[src/rtl/mac_more_ctrl.sv]
// mac_more_ctrl: job sequencer for a systolic MAC array.
// It loads IC0 weight rows, streams num ifmap vectors, then drains the matching accum_out vectors.
module mac_more_ctrl #(
   parameter int IC0       = 2,
   parameter int OC0       = 2,
   parameter int ARRAY_LAT = IC0 + OC0,
   parameter int CNT_W     = 16
) (
   input  logic             clk,
   input  logic             rst_n,
   input  logic             start,
   input  logic [CNT_W-1:0] num_ifmap,
   input  logic             w_valid,
   input  logic             x_valid,
   output logic             en,
   output logic             en_weight00,
   output logic             weight_fifo_enq,
   output logic             ifmap_fifo_enq,
   output logic             accum_in_fifo_enq,
   output logic             accum_out_fifo_enq,
   output logic             busy,
   output logic             done
);
   typedef enum logic [2:0] {IDLE, LOAD_W, STREAM, DRAIN, DONE} state_t;

   state_t               state, state_n;
   logic [CNT_W-1:0]     num, w_cnt, x_cnt, out_cnt;
   logic [ARRAY_LAT-1:0] dl;
   logic [ARRAY_LAT:0]   dl_n;
   logic                 w_last, x_last, out_last;

   if (OC0 < 1 || ARRAY_LAT < 1 || IC0 < 1) begin : g_bad_param
      $error("mac_more_ctrl: IC0, OC0 and ARRAY_LAT must be >= 1");
   end

   assign w_last   = w_cnt == CNT_W'(IC0 - 1);
   assign x_last   = x_cnt == num - CNT_W'(1);
   assign out_last = out_cnt == num - CNT_W'(1);
   // Shift-by-one built one bit wider so ARRAY_LAT=1 needs no special case
   assign dl_n     = {dl, ifmap_fifo_enq};

   always_comb begin
      busy               = state != IDLE;
      en                 = state == LOAD_W || state == STREAM || state == DRAIN;
      done               = state == DONE;
      weight_fifo_enq    = state == LOAD_W && w_valid;
      en_weight00        = weight_fifo_enq && w_cnt == '0;
      ifmap_fifo_enq     = state == STREAM && x_valid;
      accum_in_fifo_enq  = ifmap_fifo_enq;
      accum_out_fifo_enq = dl[ARRAY_LAT-1];
   end

   always_comb begin
      state_n = state;
      case (state)
         IDLE:    state_n = start ? (num_ifmap != '0 ? LOAD_W : DONE) : IDLE;
         LOAD_W:  state_n = weight_fifo_enq && w_last ? STREAM : LOAD_W;
         STREAM:  state_n = ifmap_fifo_enq && x_last ? DRAIN : STREAM;
         DRAIN:   state_n = accum_out_fifo_enq && out_last ? DONE : DRAIN;
         default: state_n = IDLE;
      endcase
   end

   always_ff @(posedge clk or negedge rst_n) begin
      if (!rst_n) begin
         state   <= IDLE;
         num     <= '0;
         w_cnt   <= '0;
         x_cnt   <= '0;
         out_cnt <= '0;
         dl      <= '0;
      end else begin
         state <= state_n;
         dl    <= dl_n[ARRAY_LAT-1:0];
         if (state == IDLE && start) num <= num_ifmap;
         if (weight_fifo_enq) w_cnt <= w_last ? '0 : w_cnt + CNT_W'(1);
         if (ifmap_fifo_enq) x_cnt <= x_last ? '0 : x_cnt + CNT_W'(1);
         if (accum_out_fifo_enq) out_cnt <= out_cnt + CNT_W'(1);
         // Leaving DONE for IDLE: wipe per-job state so nothing leaks forward
         if (state == DONE) begin
            w_cnt   <= '0;
            x_cnt   <= '0;
            out_cnt <= '0;
            dl      <= '0;
         end
      end
   end
endmodule

[config.mk]
export PLATFORM = sky130hd
export DESIGN_NAME = mac_more_ctrl
export DESIGN_NICKNAME = d
export VERILOG_FILES = /design/src/rtl/mac_more_ctrl.sv
export SDC_FILE = /design/constraint.sdc
export NUM_CORES = 1
export LEC_CHECK = 0
export CORE_ASPECT_RATIO = 0.5
export CORE_MARGIN = 2
export CORE_UTILIZATION = 28
export DETAILED_ROUTE_END_ITERATION = 8
export GPL_TIMING_DRIVEN = 1
export PLACE_DENSITY = 0.5
export SLEW_MARGIN = 20
export SYNTH_ARGS = -nofsm -noshare
export SYNTH_HDL_FRONTEND = slang
export SYNTH_SLANG_ARGS = --single-unit
[constraint.sdc]
create_clock -name clk -period 2.75 [get_ports clk]
set_input_delay 0.55 -clock clk [delete_from_list [all_inputs] [get_ports clk]]
set_output_delay 0.55 -clock clk [all_outputs]
set_load 0.01 [all_outputs]
**After elaboration in Yosys (flattened, before gate mapping)**

Cells that the tools add are included.

- Input port bits: 21
- Output and inout bits: 8
- Flip-flop bits (word level): 71

- Eq/ne operators: 7
- Reductions and logical operators: 16
- Multiplexer cells: 15
- Add/subtract/negate cells: 4

Operator list:

| operator | number |
|---|---|
| 2-to-1 mux 16 bit | 8 |
| adder 16 x 1 -> 16 bit, second input constant | 3 |
| == test 16 bit | 2 |
| == test 16 x 1 -> 1 bit, second input constant | 1 |
| logical NOT 16 bit | 1 |
| nonzero test 16 bit | 1 |
| subtractor 16 x 1 -> 16 bit, second input constant | 1 |
| case mux 3 bit (4 select lines) | 1 |
| 2-to-1 mux 3 bit | 3 |
| logical AND 1 bit | 7 |
| == test 3 x 2 -> 1 bit, second input constant | 2 |
| nonzero test 2 bit | 3 |
| 2-to-1 mux 4 bit | 1 |
| == test 3 x 1 -> 1 bit, second input constant | 1 |
| == test 3 bit, second input constant | 1 |
| logical NOT 3 bit | 1 |
| nonzero test 3 bit | 1 |
| logical OR 1 bit | 2 |
| 2-to-1 mux 2 bit | 1 |
| 2-to-1 mux 1 bit | 1 |

**Logic depth before layout (Yosys ltp)**

Gate-level depths: netlist (run 1).

- Depth after elaboration: 5
- Depth in mapped cells: 12

**Worst setup path before layout (run 1)**

No wires, ideal clock.

- Path kind: register -> register
- From: reg num[0]
- To: reg state[1]
- Setup slack: -0.089 ns
- Stages on the path, launching flop included: 12
- Data arrival time: 2.707 ns
- Path through: dfrtp_1 -> inv_1 -> ha_1 -> or3b_1 -> buf_2 -> nor4_1 -> xnor2_1 -> xnor2_1 -> or4_1 -> nor4_2 -> and4_1 -> nor3_1

- Cells in the longest elaborated chain, start to end: 5

RTL lines:

| element | RTL line | source |
|---|---|---|
| start: declaration | 27 | `logic [CNT_W-1:0] num, w_cnt, x_cnt, out_cnt;` |
| start signal: assignment | 75 | `if (state == IDLE && start) num <= num_ifmap;` |
| subtractor 16 x 1 -> 16 bit | 38 | `assign out_last = out_cnt == num - CNT_W'(1);` |
| == test 16 bit | 38 |  |
| logical AND 1 bit | 59 | `DRAIN: state_n = accum_out_fifo_enq && out_last ? DONE : DRAIN;` |
| 2-to-1 mux 3 bit | 59 |  |
| case mux 3 bit (4 select lines) | 55 | `case (state)` |
| via state_n[1] | 26 | `state_t state, state_n;` |
| end signal: assignment | 73 | `state <= state_n;` |
| end: declaration | 26 |  |

The timed path passes the listed nets, and every way through them passes these cells.
A chain may end at the register's enable or synchronous reset.

**Worst setup path in the final report (run 1)**

- From: reg num[1]
- To: reg state[1]

Same word-level chain as after synthesis.

==> metrics.txt, run 1 <==
GRT Residual Overflow=0; CTS H-tree depth=3; placed insts=724; max-capacitance violation count=0; crit end category=flip-flop; drt pass-1 iters=4; register area=approximately 1800 µm²; WP data required=around 3.0 ns; Max Clock Skew=between 0.005 and 0.006 ns; CP Cell Sequence=inv_2, ha_4, or3b_4, buf_6, or4_4, xnor2_2, nand4_1, nor4_2, buf_4, and4_1, nor3_1; post-synth top area share=about 40%; area leader, netlist=dfrtp_1; ant diodes=0; global-route wire length before repair=~18 mm; CP max-delay cell=or4_4; Core Region=roughly 15,000 µm²; met3 usage in global routing=3.42%; die width=~180 µm; initial antenna violation count=0; non-filler cells, final=roughly 760; WL per Instance=between 15 and 20 µm; CTS Root Cell=clkbuf_16; status=finished, final reports clean; Slew Viols, Final=0; Clock Pin Slew Worst Setup and Hold Paths=0.06 ns; CTS tree=built; Multi-input gate area=around 2600 µm²; Die ar.=between 15,000 and 20,000 µm²; RSZ-0062 raised after global routing=true; Sink Count=71; hpwl dp=approximately 8.4 mm; total routed wirelength=between 10 and 15 mm; Netlist cell types=64; Post-route DRC=0; latest clock arrival within the worst-skew pair=0.33 ns; fin crit share=a little over nine tenths; Hold WC Path Type=input pin to asynchronous set/reset pin; Gate Count Post-Synth=around 480; Crit Path Max Fanout=3; syn nets=502; total number of vias=3,732; Rows=32; vias in the first global route=3,509; CP peak stage delay=about 0.5 ns; mapped cell area=between 4000 and 5000 µm²; Cell Pwr Density=846 nW/µm²; ANT nets after route=0; GRT Util Overall=between 10% and 20%; fin nets=slightly below 600; Worst slew margin=37.3%; post-synthesis register bit count=71; met2 Track Usage GR=a little over a fifth; starting density of the core=between 20% and 30%; total I/O pin count=29; final hold slack=~0.36 ns; number of flops mapped to enable cells by yosys=0; largest cells by area after synthesis=dfrtp_1 40%, xor2_1 7.1%, xnor2_1 6.3%; Top Family by Delay on Critical Path=simple AND/OR/NAND/NOR gates; Final Power=about 4.9 mW; ys flop type=dfrtp_1; CP Class=flip-flop to flip-flop; leak pwr=~2.4 nW; Most Used Layer, Global Route=met2; CP arrival=between 2 and 3 ns; P&R area growth vs syn=30.2%; layout cells sized above 1=between 20% and 30%; Period minus WS final=between 2 and 3 ns; CTS Buffer Depth=2; filler cell count=1,542; TNS Setup=0 ns; DIE HEIGHT=about 93 µm; Via density=4.90; Routability Congestion=between 0.8 and 0.9; FFs w/ async S/R, synth=100%; Buf+Inv Stages, Crit Path=3; element type at the critical path start=flip-flop; largest net degree at the start of global routing=72; register area share after synthesis=about two fifths; final setup violating endpoints=0; met1 Use GR=between 10% and 20%; maximum vdd ir drop=around 0.37 mV; Mapped Avg Cell Area=9.30 µm²; PortBufs=28; measured slew at the worst slew-check pin=roughly 0.94 ns; Final Hold Viols=0; synthesis warning total=0; CTS Buf Count=9; Peak Freq=between 300 and 400 MHz; Initial DRC Count=between 150 and 200
-- worst reg2reg max path: cells and delay by family (launching register included) --
kind	cells	cell delay, ns
fa+ha+maj	1	0.13
simple gates	6	1.50
flops	1	0.40
xor+xnor	1	0.17
buf+inv	3	0.39
-- cell families after synthesis --
| logic type | share of synthesized area (%) |
|---|---|
| AOI/OAI and AO/OA | 11.0 |
| xor gates and xnor gates | 13.5 |
| adders and majority gates | 1.70 |
| buffers and inverters | 4.39 |
| DFF | 40.2 |
| muxes | 3.80 |
| and+or+nand+nor | 25.4 |
-- routing by layer --
metal  share of wire (%)  vias up
li1                    -     1841
met1                  51     1815
met2                  44       65
met3                 3.1       11
met4                 1.4        0
met5                   0        -
-- cell usage after synthesis (2+ instances only) --
cell type  count
xnor2_1       32
a21oi_1       15
o21ai_1        3
nor4_2         2
clkbuf_1      12
nor2_1        49
or3_1         11
nor4_1        12
mux2_2        14
o31ai_1        7
a22o_1         2
or2_2          2
a31oi_1        6
or4_1          5
nor4_4         2
nor3_1         5
a211oi_1       2
nor2b_1        8
nor2_2         7
and3_1         7
dfrtp_1       71
nor3b_1        3
ha_1           6
nand3b_1       2
o21ai_0       23
buf_2          6
nand2_1       30
xor2_1        36
buf_1          3
a21o_1         4
nand3_1       20
o211ai_1       2
inv_1         13
buf_6          2
nand4_1       22
-- registers in the layout (all words and copies together) (netlist names) --
signal   flops
state        3
num         16
x_cnt       16
dl           4
w_cnt       16
out_cnt     16
-- cells in the final DEF (no fill, tap or decap), types with 4 or more instances in the layout --
master,count
nand2_1,30
and3_1,7
inv_1,11
buf_4,59
xnor2_1,29
nor2b_1,8
clkdlybuf4s50_1,27
o21ai_0,20
nor2_1,48
xor2_1,35
dfrtp_1,68
a21oi_1,15
a31oi_1,6
mux2_2,14
nor3_1,4
buf_6,6
a21o_1,4
or3_1,11
ha_1,5
clkbuf_16,9
nand4_1,22
nor4_1,11
nor2_2,8
nand3_1,19
o31ai_1,6
-- stage by stage --
step	utilization [%]	setup WS, ns	area (µm²)
6_report	37.3	0.0320	5750
5_1_grt	37.3	-0.114	5750
4_1_cts	36.2	-0.0264	5580
3_5_place_dp	33.4	-0.0867	5150
3_3_place_gp	33.4	-0.0422	5150
2_1_floorplan	-	-0.00427	4440
-- final timing paths --
check / start / to / slack, ns / depth (start not counted)
max: num[1]$_DFFE_PN0P_ / state[1]$_DFF_PN0_ / 0.03 / 11
min in group clk: dl[2]$_DFF_PN0_ / dl[3]$_DFF_PN0_ / 0.46 / 1
max in group asynchronous: rst_n / num[4]$_DFFE_PN0P_ / 1.72 / 1
max reg2reg: num[1]$_DFFE_PN0P_ / state[1]$_DFF_PN0_ / 0.03 / 11
min: rst_n / w_cnt[15]$_DFFE_PN0P_ / 0.36 / 1
min reg2reg: dl[2]$_DFF_PN0_ / dl[3]$_DFF_PN0_ / 0.46 / 1
-- power breakdown --
| part | internal, mW | switching [mW] |
|---|---|---|
| sequential | 1.27 | 0.330 |
| combinational | 1.12 | 1.01 |
| clock | 0.699 | 0.449 |
| total | 3.08 | 1.78 |
-- repair_timing --
item,CTS,global route
gates cloned,0,1
buffers inserted,14,7
hold buffers,0,0
pin swaps,16,12
resized for setup,10,26
endpoints found under the setup margin,4,19
-- cell type report --
class,count,share of cell area [%]
clock buffers,10,3.98
clock inverters,6,1.07
inverters,14,0.914
multi-input cells,365,45.1
flip-flops and latches,71,31.0
well taps,204,4.44
repair buffers,92,13.6
No activity file was read; power rests on OpenSTA's default activity.
==> run 2: changes to the inputs <==
Settings changed: HOLD_SLACK_MARGIN set to 0.06.
==> results of run 2 <==
Final layout, timing and power as in run 1 (identical DEF).
